<file path="src/rtl/iob_mem_arbiter.sv">
// iob_mem_arbiter
//   Two-requester round-robin arbiter in front of a single native-interface
//   memory port (system memory path ahead of the AXI DDR bridge).
//   Requester 0 is the instruction side, requester 1 the data side.
//   Only one transaction is outstanding at a time. All memory-side request
//   signals and requester ready/rdata are registered.
//
// Ports
//   clk, rst                 clock, asynchronous active-high reset
//   m0_* / m1_*              native requester ports (valid/addr/wdata/wstrb in,
//                            rdata/ready out); wstrb == 0 means read
//   mem_valid/addr/wdata/wstrb  registered memory request
//   mem_rdata, mem_ready     memory response; mem_ready is a one-cycle pulse
//   grant                    index of the last or current granted requester
//   busy                     high while a transaction is in flight or responding
module iob_mem_arbiter #(
  parameter int ADDR_W = 32,
  parameter int DATA_W = 32
) (
  input  logic                  clk,
  input  logic                  rst,

  input  logic                  m0_valid,
  input  logic [ADDR_W-1:0]     m0_addr,
  input  logic [DATA_W-1:0]     m0_wdata,
  input  logic [DATA_W/8-1:0]   m0_wstrb,
  output logic [DATA_W-1:0]     m0_rdata,
  output logic                  m0_ready,

  input  logic                  m1_valid,
  input  logic [ADDR_W-1:0]     m1_addr,
  input  logic [DATA_W-1:0]     m1_wdata,
  input  logic [DATA_W/8-1:0]   m1_wstrb,
  output logic [DATA_W-1:0]     m1_rdata,
  output logic                  m1_ready,

  output logic                  mem_valid,
  output logic [ADDR_W-1:0]     mem_addr,
  output logic [DATA_W-1:0]     mem_wdata,
  output logic [DATA_W/8-1:0]   mem_wstrb,
  input  logic [DATA_W-1:0]     mem_rdata,
  input  logic                  mem_ready,

  output logic                  grant,
  output logic                  busy
);

  typedef enum logic [1:0] {
    IDLE = 2'd0,
    BUSY = 2'd1,
    RESP = 2'd2
  } state_t;

  state_t            state;
  state_t            state_nxt;
  logic [DATA_W-1:0] rdata_q;
  logic              any_valid;
  logic              sel;

  assign any_valid = m0_valid | m1_valid;

  // With both requesting, the one that did not win last time is chosen;
  // otherwise the lone requester wins. grant resets to 1 so m0 wins the
  // first tie.
  assign sel = (m0_valid & m1_valid) ? ~grant : m1_valid;

  // Both requesters see the same captured read data; it is only meaningful
  // while the matching ready is high.
  assign m0_rdata = rdata_q;
  assign m1_rdata = rdata_q;

  // State register and registered request/response path
  always_ff @(posedge clk or posedge rst) begin
    if (rst) begin
      state     <= IDLE;
      grant     <= 1'b1;
      mem_valid <= 1'b0;
      mem_addr  <= '0;
      mem_wdata <= '0;
      mem_wstrb <= '0;
      rdata_q   <= '0;
      m0_ready  <= 1'b0;
      m1_ready  <= 1'b0;
    end else begin
      state    <= state_nxt;
      m0_ready <= 1'b0;
      m1_ready <= 1'b0;
      case (state)
        IDLE: begin
          if (any_valid) begin
            grant     <= sel;
            mem_valid <= 1'b1;
            mem_addr  <= sel ? m1_addr  : m0_addr;
            mem_wdata <= sel ? m1_wdata : m0_wdata;
            mem_wstrb <= sel ? m1_wstrb : m0_wstrb;
          end
        end
        BUSY: begin
          if (mem_ready) begin
            rdata_q   <= mem_rdata;
            mem_valid <= 1'b0;
            m0_ready  <= ~grant;
            m1_ready  <= grant;
          end
        end
        default: begin
        end
      endcase
    end
  end

  // Next-state logic; requester valids are ignored in RESP and
  // mem_ready is ignored outside BUSY.
  always_comb begin
    state_nxt = state;
    case (state)
      IDLE:    if (any_valid) state_nxt = BUSY;
      BUSY:    if (mem_ready) state_nxt = RESP;
      RESP:    state_nxt = IDLE;
      default: state_nxt = IDLE;
    endcase
  end

  // Output decode
  always_comb begin
    busy = 1'b0;
    if (state != IDLE) busy = 1'b1;
  end

endmodule

</file>
<file path="config.mk">
export PLATFORM = sky130hd
export DESIGN_NAME = iob_mem_arbiter
export DESIGN_NICKNAME = d
export VERILOG_FILES = /design/src/rtl/iob_mem_arbiter.sv
export SDC_FILE = /design/constraint.sdc
export NUM_CORES = 1
export LEC_CHECK = 0
export ABC_CLOCK_PERIOD_IN_PS = 4500
export BUFFER_PORTS_ARGS = -buffer_cell sky130_fd_sc_hd__buf_2
export CAP_MARGIN = 40
export CORE_AREA = 2 2 121 123
export CTS_CLUSTER_SIZE = 24
export DETAILED_ROUTE_END_ITERATION = 7
export DIE_AREA = 0 0 123 125
export PLACE_DENSITY = 0.69
export SYNTH_ARGS = -nofsm -noshare
export SYNTH_HDL_FRONTEND = slang
export SYNTH_SLANG_ARGS = --single-unit
</file>
<file path="constraint.sdc">
create_clock -name clk -period 4.5 [get_ports clk]
set_clock_uncertainty 0.1 [all_clocks]
set_input_delay 0.675 -clock clk [delete_from_list [all_inputs] [get_ports clk]]
set_output_delay 0.675 -clock clk [all_outputs]
set_load 0.03 [all_outputs]
</file>
=== Yosys cells after proc, flatten, opt, wreduce, memory -nomap -nowiden ===
Index checks and enable logic that the tools add are counted.

* Reductions and logical operators: 7
* Eq/ne operators: 3
* Multiplexer cells: 15
* Bitwise gates (word level): 3

{| class="wikitable"
|+ Operators with widths
! cell !! number
|-
| 32-bit 2-to-1 mux || 2
|-
| 1-bit 2-to-1 mux || 8
|-
| 2-bit AND reduction || 3
|-
| 2-bit 2-to-1 mux || 2
|-
| 4-bit 2-to-1 mux || 1
|-
| 2-bit inequality test, second input constant || 2
|-
| 2-bit one-hot mux with 2 select lines || 1
|-
| 2-bit nonzero test || 2
|-
| 3-bit AND reduction || 1
|-
| 2-bit by 1-bit == test with 1-bit output, second input constant || 1
|-
| 2-bit zero test || 1
|-
| 1-bit one-hot mux with 2 select lines || 1
|-
| 1-bit AND || 1
|-
| 1-bit inverter || 1
|-
| 1-bit bitwise OR || 1
|}

* Bits of input ports: 173
* Logic and storage cells: 37
* Register bits: 106

=== Logic depth before layout (Yosys ltp) ===
* Depth after elaboration: 3
* Mapped depth: 6
* Gate-level depth less buffers: 3

=== Worst setup path before layout ===
No wires, ideal clock.

* Kind: input to register
* Start: input m1_valid
* End: register mem_wdata[0]
* Arrival time: 1.783 ns
* Slack: 2.491 ns
* Setup time: 0.125 ns
* Stages on the path: 6
* Path through: a21bo_1 buf_6 buf_6 buf_6 mux2_4 mux2_4

* Longest elaborated chain between the ends: 3
* Elaborated cells on any way between the ends: 5
* Classes of those cells: mux: 2; bitwise: 2; reduce/logical: 1

{| class="wikitable"
|+ RTL lines
! item !! line !! text
|-
| start: declaration || 30 || <nowiki>input logic m1_valid,</nowiki>
|-
| 1-bit AND || 65 || <nowiki>assign sel = (m0_valid & m1_valid) ? ~grant : m1_valid;</nowiki>
|-
| 1-bit 2-to-1 mux || 65 ||
|-
| 32-bit 2-to-1 mux || 94 || <nowiki>mem_wdata <= sel ? m1_wdata : m0_wdata;</nowiki>
|-
| end signal: assignment || 94 ||
|-
| end: declaration || 39 || <nowiki>output logic [DATA_W-1:0] mem_wdata,</nowiki>
|}

Parallel ways exist; a longest one is shown, timed or not.
A chain may end at the register's enable or synchronous reset.

=== Final worst setup path ===
* Start: register grant
* End: register mem_addr[3]

* Longest elaborated chain between the ends: 3

{| class="wikitable"
|+ RTL lines
! item !! line !! text
|-
| start: declaration || 44 || <nowiki>output logic grant,</nowiki>
|-
| start signal: assignment || 91 || <nowiki>grant <= sel;</nowiki>
|-
| 1-bit inverter || 65 ||
|-
| 1-bit 2-to-1 mux || 65 ||
|-
| 32-bit 2-to-1 mux || 93 || <nowiki>mem_addr <= sel ? m1_addr : m0_addr;</nowiki>
|-
| end signal: assignment || 93 ||
|-
| end: declaration || 38 || <nowiki>output logic [ADDR_W-1:0] mem_addr,</nowiki>
|}

Every way passes these cells.

==> metrics list <==
- Result of the run: completed
- Area after detailed placement: about 6600 sq um
* DIE HEIGHT: ~130 um
- Counting along the longest clock path gives a buffer depth of 2.
- Of the total power, the share spent switching nets is 45.31%.
- Logic gate share of total power: between 50% and 60%
- The floorplan step defined a die boundary enclosing about 15000 sq um.
* Pins Over Slew Limit: 0
- Share of flip-flops with an asynchronous set or reset: 100.0%
- Number of library cell types mapped by synthesis: 18
- Buffer and inverter count on the worst path: 1
- Post-detail-place hpwl: 9.363 mm
* Vias in the first global route: 3850
* Clock slew seen by the registers of the worst setup and hold paths: 70 ps
- In the routed layout, each cell is associated on average with a via count of between 4 and 5.
* Startpoint-to-endpoint class of the critical path: reg -> reg
- The first global-routing pass estimated between 15 and 20 mm of wire.
* Required time reported for the critical path endpoint: 4620 ps
- In this run the critical register-to-register path is captured at mem_addr[3]$_DFFE_PP0P_.
* Lkg Pwr: 3.459 nW
- IR Drop Worst-Case VDD: around 0.45 mV
* IO Pins: between 300 and 400
- Total standard cell area after synthesis: a little over 5000 sq um
* Delay contributed by the slowest stage of the critical path: 580 ps
* Arrival time at the worst endpoint: between 2000 and 2500 ps
* Dominant cells by area after synthesis: dfrtp_1 52%, mux2_2 33%, mux2_4 5.3%
- In the post-synthesis netlist, the cell with the most instances is mux2_2.
- Counting the buffers created by CTS gives 9.
* Net count after synthesis: approximately 500
- TritonCTS clock tree: built
- Area added between synthesis and finish: 35.42%
* Combined area of the multi-input logic cells: roughly 2000 sq um
- Area fraction of the dominant cell type after synthesis: between 50% and 60%
* Commonest cells post-synth: 150 x mux2_2, 105 x dfrtp_1, 33 x buf_4
- Internal power contribution: 3.098 mW
- Measured in cells, the most critical reg-to-reg path has a length of 4.
- The count of final hold-check violations came to 0.
- Reg area: between 2000 and 3000 sq um
- F_max: 424.1 MHz
- The startpoint identified for the worst register-to-register timing path is grant$_DFFE_PP1P_.
- CTS HTree Levels: 3
- Remaining global-route overflow: 0
- Critical path peak fanout: 36
* Chip Width: around 120 um
- In this run, the clock network consumes between 10 and 15% of the power.
- For this design, the slowest cell found on the critical path is dfstp_2.
- Worst setup SP type: register
* Post-CTS Hold Buffers: 0
- The tree is rooted in a clkbuf_16.
- Power density over the cells: between 800 and 900 nW/um^2
* Total wirelength of the detailed-routed design: about 12 mm
- The biggest area contributor in the post-synthesis netlist is dfrtp_1.
- Pin count of the biggest net entering global routing: 51
- Core Area: 14200 sq um
* RSZ-0062 raised after global routing: false
- The pre-antenna-repair detailed-routing pass consisted of 4 iterations.
- Synth Flop Type: dfrtp_1
- In this design, the critical path's most frequently occurring cell is mux2_2.
- Summed area of non-filler cells in the final layout: roughly 6900 sq um
- Input and output buffers added on the ports amount to around 310.
- #FFs+latches synth: between 100 and 150
* Worst setup path start: grant$_DFFE_PP1P_
* Iteration-0 DRC Markers: 55
- The average instance in the mapped netlist occupies 15.01 sq um.
- Number of flops mapped to enable cells by yosys: 0
- Initial antenna violation count: 0
- Number of setup violations in the final report: 0
- The clock reaches the later pin of the worst-skew pair after about 340 ps.
* Antenna viol nets, final: 0
* Post-placement worst setup slack: around 1900 ps
- Initial core utilization: about 36%
- Global routing used between 15 and 20% of the available tracks.
- Layout cell share with drive strength beyond 1: 81.23%
* Fill count: 1282
- The final layout contains 788 nets.
- 0 antenna diodes ended up in the layout.
* Transition time of the tightest slew-check pin: between 600 and 700 ps
- After floorplanning, the core was divided into 44 placement rows.
* Final critical-path required period: 2358 ps
* Cells resized by post-CTS repair: 0
* Post-route fraction of the period consumed by the critical path: between 50% and 60%
- In the routed design, unresolved DRC markers number 0.
- The worst hold path belongs to the class in -> async.
- Count of cell instances traversed by the critical path: 4
* Cell chain of the critical path: a21bo_4 -> buf_4 -> mux2_2 -> mux2_2
- The Yosys step of the flow raised 0 warnings.
- Summing over every cut layer, the via total after detailed routing is around 3600.
- Worst setup endpoint: mem_addr[3]$_DFFE_PP0P_
- The congestion estimate from routability-driven global placement came to around 0.74.
- Category of cells accounting for the largest share of critical-path delay: multiplexers
- P_sw: around 2.6 mW
* Worst reg-to-reg setup slack: about 2100 ps
* Number of clock sinks: between 100 and 150
- Part of the power in registers: between 30% and 40%
- The worst path meets setup with 2142 ps of slack.
* Crit path capture type: register
* Worst relative slew slack: between 50% and 60%
- Sequential elements use between 50% and 60% of the synthesized area.
* Average wire length per cell after detail routing: 15.03 um
- Instance count of the mapped netlist: between 300 and 400
- After routing, the total negative slack on setup checks comes to 0 ps.
- Total setup buffers inserted after CTS: 0
- The tool flagged a number of max-cap violations equal to 0.
-- worst register-to-register path, delay by kind of cell, from the launching register on --
kind / cells / cell delay [ps]
buffers and inverters: 1 / 380
AOI/OAI and AO/OA: 1 / 530
muxes: 2 / 640
DFF: 1 / 580
-- state kept, by name (all words and copies together), names as in the netlist --
name	cells
grant	1
m0_ready	1
mem_addr	32
mem_wstrb	4
state	2
mem_valid	1
m0_rdata	32
m1_ready	1
mem_wdata	32
-- stage by stage --
step / util [%] / hold slack, ps / total power [mW] / instances
detailed placement: 46.36 / 380.8 / 4.893 / 788
global placement: 46.03 / 371.5 / 4.815 / 786
floorplan: - / 413.9 / 4.177 / 339
global route: 48.53 / 303.4 / 5.979 / 802
finish: 48.53 / 265.5 / 5.664 / 802
CTS: 48.53 / 271.0 / 5.739 / 802
-- placed cells by master (no fill, tap or decap), drive strengths merged --
| cell type | Yosys | routed |
|---|---|---|
| or2b | 1 | 1 |
| or2 | 1 | 1 |
| a21bo | 1 | 1 |
| mux2 | 168 | 168 |
| dfrtp | 105 | 105 |
| clkbuf | 0 | 11 |
| mux2i | 1 | 1 |
| nor2 | 4 | 4 |
| inv | 3 | 3 |
| o21a | 1 | 1 |
| nand3b | 1 | 1 |
| clkinv | 0 | 1 |
| dfstp | 1 | 1 |
| bufinv | 0 | 2 |
| buf | 51 | 316 |
| o22ai | 1 | 1 |
-- power by group through the flow --
stage	clock network (mW)	registers, mW	logic (mW)
CTS	0.851	1.74	3.15
global route	0.898	1.80	3.28
detailed placement	0	1.75	3.15
floorplan	0	2.67	1.51
global placement	0	1.72	3.09
finish	0.823	1.73	3.11
-- worst min path at each step --
stage / to / depth (start not counted) / slack (ps) / start
6_report: mem_wdata[16]$_DFFE_PP0P_ / 2 / 270 / rst
5_1_grt: mem_wdata[21]$_DFFE_PP0P_ / 2 / 300 / rst
4_1_cts: mem_wdata[21]$_DFFE_PP0P_ / 2 / 270 / rst
3_5_place_dp: mem_valid$_DFFE_PP0P_ / 1 / 380 / mem_valid$_DFFE_PP0P_
3_3_place_gp: mem_valid$_DFFE_PP0P_ / 1 / 370 / mem_valid$_DFFE_PP0P_
2_1_floorplan: state[0]$_DFFE_PP0P_ / 2 / 410 / state[1]$_DFFE_PP0P_
-- layout make-up --
class                           count  area share [%]
Timing Repair Buffer              316           23.85
Sequential cell                   106           38.50
Multi-Input combinational cell    179           29.64
Clock buffer                       11           3.522
Clock inverter                      3          0.9439
Tap cell                          184           3.340
Inverter                            3          0.1997
-- per-layer routing --
layer  global-route usage, %  up-vias  part of all wire (%)
li1                        -     1714                     -
met1                   17.96     1732                    39
met2                   27.40      177                    50
met3                   4.197       17                   9.1
met4                   6.417        0                   2.1
met5                       0        -                     0
-- kinds of logic (layout without fill, tap and decap cells) --
kind of cell,count (synthesis),in the layout,synth area share [%]
compound gates,3,3,0.4672
buf+inv,54,333,7.940
flops,106,106,52.14
mux,169,169,38.69
simple gates,7,7,0.7623
Power figures use the tool's default switching activity.
